==> config.mk <==
export PLATFORM = sky130hd
export DESIGN_NAME = urv_dm_wb_bridge
export DESIGN_NICKNAME = d
export VERILOG_FILES = /design/src/rtl/urv_dm_wb_bridge_pkg.sv /design/src/rtl/urv_dm_wb_bridge.sv
export SDC_FILE = /design/constraint.sdc
export NUM_CORES = 1
export LEC_CHECK = 0
export BUFFER_PORTS_ARGS = -buffer_cell sky130_fd_sc_hd__buf_2
export CAP_MARGIN = 15
export CORE_UTILIZATION = 43
export DETAILED_ROUTE_END_ITERATION = 8
export PLACE_DENSITY_LB_ADDON = 0.1
export REMOVE_ABC_BUFFERS = 1
export SLEW_MARGIN = 20
export SYNTH_ARGS = -nofsm -noshare
export SYNTH_HDL_FRONTEND = slang
export SYNTH_SLANG_ARGS = --single-unit
==> constraint.sdc <==
create_clock -name clk_i -period 2 [get_ports clk_i]
set_clock_uncertainty 0.1 [all_clocks]
set_input_delay 0.6 -clock clk_i [delete_from_list [all_inputs] [get_ports clk_i]]
set_output_delay 0.6 -clock clk_i [all_outputs]
set_load 0.02 [all_outputs]
==> src/rtl/urv_dm_wb_bridge_pkg.sv <==
`default_nettype none
// ============================================================================
//  Module      : urv_dm_wb_bridge_pkg
//  Description : Shared types and constants for the uRV data-memory to
//                pipelined-Wishbone bridge.
//  Revision    : 1.0 - initial release
// ============================================================================
package urv_dm_wb_bridge_pkg;

    // Bridge state: idle, strobing the request, waiting for the response.
    typedef enum logic [1:0] {
        ST_IDLE = 2'b00,
        ST_REQ  = 2'b01,
        ST_WAIT = 2'b10
    } bridge_state_t;

    // Bus cycles allowed before an unanswered access is aborted.
    localparam int C_DEFAULT_TIMEOUT = 255;

    // Width of the saturating timeout counter; never narrower than one bit
    // so a disabled timeout still yields a legal vector.
    function automatic int timeout_cnt_width(input int timeout);
        if (timeout < 1) begin
            return 1;
        end
        return $clog2(timeout + 1);
    endfunction

endpackage
`default_nettype wire

==> src/rtl/urv_dm_wb_bridge.sv <==
`default_nettype none
// ============================================================================
//  Module      : urv_dm_wb_bridge
//  Description : Converts uRV data-memory load/store strobes into single
//                pipelined-Wishbone transactions, one outstanding at a time,
//                with a bus timeout and error reporting.
//  Revision    : 1.0 - initial release
// ============================================================================
module urv_dm_wb_bridge
    import urv_dm_wb_bridge_pkg::*;
#(
    parameter int g_timeout = C_DEFAULT_TIMEOUT
) (
    input  logic        clk_i,
    input  logic        rst_n_i,
    input  logic [31:0] dm_addr_i,
    input  logic [31:0] dm_data_s_i,
    input  logic [3:0]  dm_data_select_i,
    input  logic        dm_load_i,
    input  logic        dm_store_i,
    output logic        dm_ready_o,
    output logic [31:0] dm_data_l_o,
    output logic        dm_load_done_o,
    output logic        dm_store_done_o,
    output logic [31:0] wb_adr_o,
    output logic [31:0] wb_dat_o,
    output logic [3:0]  wb_sel_o,
    output logic        wb_we_o,
    output logic        wb_cyc_o,
    output logic        wb_stb_o,
    input  logic [31:0] wb_dat_i,
    input  logic        wb_ack_i,
    input  logic        wb_err_i,
    input  logic        wb_stall_i,
    output logic        bus_err_o,
    output logic [31:0] bus_err_addr_o
);

    localparam int              CNT_W     = timeout_cnt_width(g_timeout);
    localparam logic [CNT_W-1:0] C_TIMEOUT = CNT_W'(g_timeout);
    localparam logic [CNT_W-1:0] C_CNT_ONE = CNT_W'(1);

    bridge_state_t    r_state;
    logic [CNT_W-1:0] r_cnt;

    logic w_timeout;
    logic w_fail;
    logic w_finish;

    // Timeout fires only when enabled; a simultaneous ack still counts as a
    // successful transfer, while an explicit err always wins over ack.
    assign w_timeout = (g_timeout != 0) && (r_cnt == C_TIMEOUT);
    assign w_fail    = wb_err_i || (w_timeout && !wb_ack_i);
    assign w_finish  = wb_ack_i || w_fail;

    // Bridge FSM with every output registered.
    always_ff @(posedge clk_i or negedge rst_n_i) begin
        if (!rst_n_i) begin
            r_state         <= ST_IDLE;
            r_cnt           <= '0;
            dm_ready_o      <= 1'b1;
            dm_data_l_o     <= '0;
            dm_load_done_o  <= 1'b0;
            dm_store_done_o <= 1'b0;
            wb_adr_o        <= '0;
            wb_dat_o        <= '0;
            wb_sel_o        <= '0;
            wb_we_o         <= 1'b0;
            wb_cyc_o        <= 1'b0;
            wb_stb_o        <= 1'b0;
            bus_err_o       <= 1'b0;
            bus_err_addr_o  <= '0;
        end else begin
            dm_load_done_o  <= 1'b0;
            dm_store_done_o <= 1'b0;
            bus_err_o       <= 1'b0;

            case (r_state)
                ST_IDLE: begin
                    if (dm_load_i || dm_store_i) begin
                        wb_adr_o   <= dm_addr_i;
                        wb_dat_o   <= dm_data_s_i;
                        wb_sel_o   <= dm_data_select_i;
                        // A combined load+store strobe is served as a load.
                        wb_we_o    <= dm_store_i && !dm_load_i;
                        wb_cyc_o   <= 1'b1;
                        wb_stb_o   <= 1'b1;
                        dm_ready_o <= 1'b0;
                        r_cnt      <= '0;
                        r_state    <= ST_REQ;
                    end
                end

                ST_REQ, ST_WAIT: begin
                    if (r_cnt != {CNT_W{1'b1}}) begin
                        r_cnt <= r_cnt + C_CNT_ONE;
                    end

                    if (w_finish) begin
                        wb_cyc_o   <= 1'b0;
                        wb_stb_o   <= 1'b0;
                        dm_ready_o <= 1'b1;
                        r_state    <= ST_IDLE;
                        if (wb_we_o) begin
                            dm_store_done_o <= 1'b1;
                        end else begin
                            dm_load_done_o <= 1'b1;
                            dm_data_l_o    <= w_fail ? 32'h0000_0000 : wb_dat_i;
                        end
                        if (w_fail) begin
                            bus_err_o      <= 1'b1;
                            bus_err_addr_o <= wb_adr_o;
                        end
                    end else if ((r_state == ST_REQ) && !wb_stall_i) begin
                        wb_stb_o <= 1'b0;
                        r_state  <= ST_WAIT;
                    end
                end

                default: begin
                    wb_cyc_o   <= 1'b0;
                    wb_stb_o   <= 1'b0;
                    dm_ready_o <= 1'b1;
                    r_state    <= ST_IDLE;
                end
            endcase
        end
    end

endmodule
`default_nettype wire
## After elaboration in Yosys (flattened, before gate mapping)

Cells that the tools add are included.

- Add/sub/neg operators: 1
- Equal/unequal tests: 8
- Mux-type cells: 26
- Bitwise gates (word level): 1
- Reduce and logical (&&, ||, !) cells: 18

Operator list:

| operator | number |
|---|---|
| 2-to-1 mux 32 bit | 1 |
| 2-to-1 mux 8 bit | 2 |
| one-hot mux 8 bit (2 select lines) | 1 |
| 2-to-1 mux 1 bit | 15 |
| AND reduction 3 bit | 3 |
| adder 8 x 1 -> 8 bit (second input constant) | 1 |
| equality test 8 bit (second input constant) | 1 |
| inequality test 8 bit (second input constant) | 1 |
| 2-to-1 mux 2 bit | 3 |
| inequality test 2 bit (second input constant) | 3 |
| one-hot mux 1 bit (2 select lines) | 3 |
| AND reduction 2 bit | 3 |
| one-hot mux 2 bit (2 select lines) | 1 |
| logical AND 1 bit | 3 |
| zero test 1 bit | 3 |
| logical OR 1 bit | 3 |
| inequality test 3 bit (second input constant) | 1 |
| equality test 2 x 1 -> 1 bit (second input constant) | 1 |
| equality test 2 bit (second input constant) | 1 |
| zero test 2 bit | 1 |
| nonzero test 2 bit | 1 |
| OR reduction 2 bit | 1 |
| NOT 1 bit | 1 |

- Register bits after elaboration: 149
- Bits of input ports: 107
- Output and inout bits: 139
- Logic and storage cells: 68

## Logic depth before layout (Yosys ltp)

- Depth after elaboration: 6
- Depth in mapped cells: 8
- Gate-level depth less buffers: 6

## Least setup slack after synthesis

No wires, ideal clock.

- Path kind: flip-flop to flip-flop
- Start: reg r_state[0]
- End: reg wb_adr_o[0]
- Setup time: 0.125 ns
- Arrival: 1.794 ns
- Data required time: 1.775 ns
- Setup slack: -0.019 ns
- Cell stages (with the launch flop): 7
- Buffers on the path: 2
- Period minus slack after synthesis: 2.019 ns
- Path through: dfrtp_1 -> inv_1 -> ha_1 -> o21ai_1 -> buf_2 -> buf_2 -> mux2_2

- Longest elaborated chain between the ends: 2

Ends and longest elaborated chain:

| element | RTL line | RTL |
|---|---|---|
| from (decl) | urv_dm_wb_bridge.sv:43 | `bridge_state_t r_state;` |
| from (signal assigned) | urv_dm_wb_bridge.sv:59 | `r_state <= ST_IDLE;` |
| from (signal assigned) | urv_dm_wb_bridge.sv:90 | `r_state <= ST_REQ;` |
| from (signal assigned) | urv_dm_wb_bridge.sv:103 | `r_state <= ST_IDLE;` |
| zero test 2 bit | urv_dm_wb_bridge.sv:78 | `case (r_state)` |
| AND reduction 2 bit (no source line) | -- |  |
| to (signal assigned) | urv_dm_wb_bridge.sv:81 | `wb_adr_o <= dm_addr_i;` |
| to (decl) | urv_dm_wb_bridge.sv:25 | `output logic [31:0] wb_adr_o,` |

No other way between the ends.
A chain may end at the register's enable or synchronous reset.

## Worst setup path in the final report

- Start: reg r_cnt[0]
- End: reg bus_err_addr_o[1]

- Longest elaborated chain between the ends: 5

Ends and longest elaborated chain:

| element | RTL line | RTL |
|---|---|---|
| from (decl) | urv_dm_wb_bridge.sv:44 | `logic [CNT_W-1:0] r_cnt;` |
| from (signal assigned) | urv_dm_wb_bridge.sv:96 | `r_cnt <= r_cnt + C_CNT_ONE;` |
| equality test 8 bit (*) | urv_dm_wb_bridge.sv:52 | `assign w_timeout = (g_timeout != 0) && (r_cnt == C_TIMEOUT);` |
| logical AND 1 bit (*) | urv_dm_wb_bridge.sv:53 | `assign w_fail = wb_err_i \|\| (w_timeout && !wb_ack_i);` |
| logical OR 1 bit (*) | urv_dm_wb_bridge.sv:53 |  |
| logical OR 1 bit | urv_dm_wb_bridge.sv:54 | `assign w_finish = wb_ack_i \|\| w_fail;` |
| AND reduction 3 bit (no source line) (*) | -- |  |
| to (signal assigned) | urv_dm_wb_bridge.sv:112 | `bus_err_addr_o <= wb_adr_o;` |
| to (decl) | urv_dm_wb_bridge.sv:36 | `output logic [31:0] bus_err_addr_o` |

Every way passes the cells marked *; elsewhere a longest branch is shown, timed or not.

==> metrics.csv <==
metric;value;unit
hold_depth;2;
crit_path_end_kind;flip-flop;
overflow;0;
finalWirelength;13500;microns
synth_top_area_share;0.638;
ys_seq_elements;148;
dr.first_iter.drc_count;164;
grt_pass1_vias;4315;
ir_drop;0.00103;V
yosys.cell_types.count;37;
ioPinCount;246;
track_usage;0.202;
drive_above_1_share;0.628;
synth_xor_area_frac;0;
die_area;13900;sq um
io_buffers;245;
hold_viol;0;
crit_arrival;2.12;ns
die_h;118;microns
fin_crit;1.92;ns
path_clk_slew;0.06;ns
num_rows;41;
synth_top_family_by_area;multiplexers;
synthMuxAreaShare;0.214;
final_common_cell;buf_2;
crit_fanout;7;
diodes;0;
synthCells;367;
worstReg2RegStart;r_cnt[0];
leakage;4.07;nW
finalNonFillerCells;815;
fp.dieW;118;microns
vias;4022;
hpwl;9730;microns
synth_edf_count;0;
grt_start_max_net_pins;43;
first_pass_iters;4;
synth_flop_cell;dfrtp_1;
cts_made_buffers;17;
antenna_found_initial;0;
post-route-period-util;0.962;
syn_area;5770;sq um
netlist_top_cells_area;dfrtp_1 64%, mux2_2 14%, mux2_4 7.5%, a22o_1 4.9%, buf_2 1.2%;
hold_class;in -> reg;
slew_headroom;0.661;
timing.final.ws_setup;0.0752;ns
async_flop_share;1.00;
crit_path_max_incr_delay;0.40;ns
drc;0;
pre_cts_ws;-0.0207;ns
area_growth;38.9;%
yosysTopAreaCell;dfrtp_1;
final_cell_mix;244 x buf_2, 147 x dfrtp_1, 71 x mux2_2;
clock_sinks;148;
crit_start;r_cnt[0];
synthSimpleGateAreaFrac;0.0338;
tightest_slew;0.506;ns
synth.yosys.seq_area_share;0.642;
path_depth;6;
crit_chain;ha_1, nand3_1, nor3_2, o21ai_4, buf_4, mux2_2;
path_class;reg -> reg;
max_freq;520;MHz
p_per_area;1890;nW/um^2
synth_fa_ha_area_frac;0.00868;
avgRoutedWirePerCell;16.6;microns
final_max_slew_viol_count;0;
cts_tree;yes;
cap_viol_max_count;0;
critPathSlowestCell;dfrtp_1;
n_fill_cell;1040;
grt_pass1_wl;21900;microns
cp_top_family;flip-flops;
finalSetupViolCount;0;
yosys_warnings;0;
cts_buffer_depth;2;
clk_latency;0.41;ns
r2r.worst_path.cells;6;
place_congestion;0.734;
dp.cells;783;
ant_nets;0;
min_from;wb_dat_i[27];
core_area;12800;sq um
outcome;finished, final reports clean;
htree_num_levels;4;
start_util;0.450;
cp_num_buf_inv;1;
whs;0.300;ns
root_buffer;clkbuf_16;
post_drt_via_cell_ratio;4.93;
start_kind;flip-flop;
synth_compound_area_frac;0.0772;
post-route-util;0.624;
fin_nets;742;
syn_avg_cell_area;15.7;sq um
required;2.20;ns
[synth_stat cells (all sizes together), types with 2 or more instances]
cell    count
dfrtp     147
mux2      100
a22o       32
buf        18
o21ai      10
a21oi       9
nand2       6
inv         5
ha          4
nor2        4
or3         4
nand3       3
nand3b      2
nand4       2
nor2b       2
o211ai      2
o31ai       2
or4         2
[through the flow]
| stage | power [W] | TNS (ns) | instance area, sq um |
|---|---|---|---|
| 4_1_cts | 0.0153 | 0 | 7980 |
| 3_3_place_gp | 0.0119 | 0 | 7370 |
| 5_1_grt | 0.0160 | -0.0415 | 8010 |
| 3_5_place_dp | 0.0120 | -0.0228 | 7370 |
| 2_1_floorplan | 0.00955 | -258.08 | 5650 |
| 6_report | 0.0152 | 0 | 8010 |
[sequential cells by signal, indices dropped and copies added (netlist names)]
name,flops
r_state,2
wb_adr_o,32
r_cnt,8
wb_cyc_o,1
dm_load_done_o,1
bus_err_addr_o,32
dm_store_done_o,1
wb_we_o,1
dm_ready_o,1
wb_dat_o,32
bus_err_o,1
wb_sel_o,4
dm_data_l_o,32
[report_power, final]
group | internal (W) | switching [W] | total (W) | leakage (nW)
logic | 0.00303 | 0.00366 | 0.00669 | 1.97
registers | 0.00446 | 0.000820 | 0.00528 | 1.81
clock network | 0.00202 | 0.00116 | 0.00319 | 0.293
total | 0.00951 | 0.00564 | 0.0152 | 4.07
[worst paths after layout]
check,to,slack (ns)
min,dm_data_l_o[27],0.30
max in group asynchronous,bus_err_addr_o[7],0.68
min in group asynchronous,wb_cyc_o,0.56
max reg2reg,bus_err_addr_o[1],0.08
min reg2reg,wb_dat_o[24],0.40
max,bus_err_addr_o[1],0.08
[cell families (layout without fill, tap and decap cells)]
kind of cell,after synthesis,in the layout
flops,148,148
simple gates,32,32
fa+ha+maj,4,4
buf+inv,24,300
mux,100,100
compound gates,59,59
[metal layers]
layer	wire (microns)	global-route usage
met1	5390	0.233
met2	6860	0.336
met3	984	0.0799
met4	300	0.0777
met5	0	0
[final cells by class]
type / count / area (sq um) / share of cell area
clock inverter: 8 / 97.6 / 0.0122
inverter: 5 / 18.8 / 0.00234
clock buffer: 23 / 508 / 0.0634
sequential: 148 / 3700 / 0.463
timing repair buffer: 264 / 1480 / 0.185
tap: 172 / 215 / 0.0269
multi-input combinational: 195 / 1980 / 0.248
[repair_timing]
item	CTS	global route
hold buffers	1	0
resized for setup	1	4
buffers inserted	0	0
setup endpoints to repair	3	5
endpoints found under the hold margin	30	0
[worst reg2reg max path, delay by kind of cell, from the launching register on]
kind                     cells  cell delay [ns]
AO/OA/AOI/OAI                1             0.19
adder cells (fa/ha/maj)      1             0.29
buffers and inverters        1             0.24
flip-flops                   1             0.40
multiplexers                 1             0.35
AND/OR/NAND/NOR              2             0.24
Note: power is estimated with default switching activity, not from simulation.
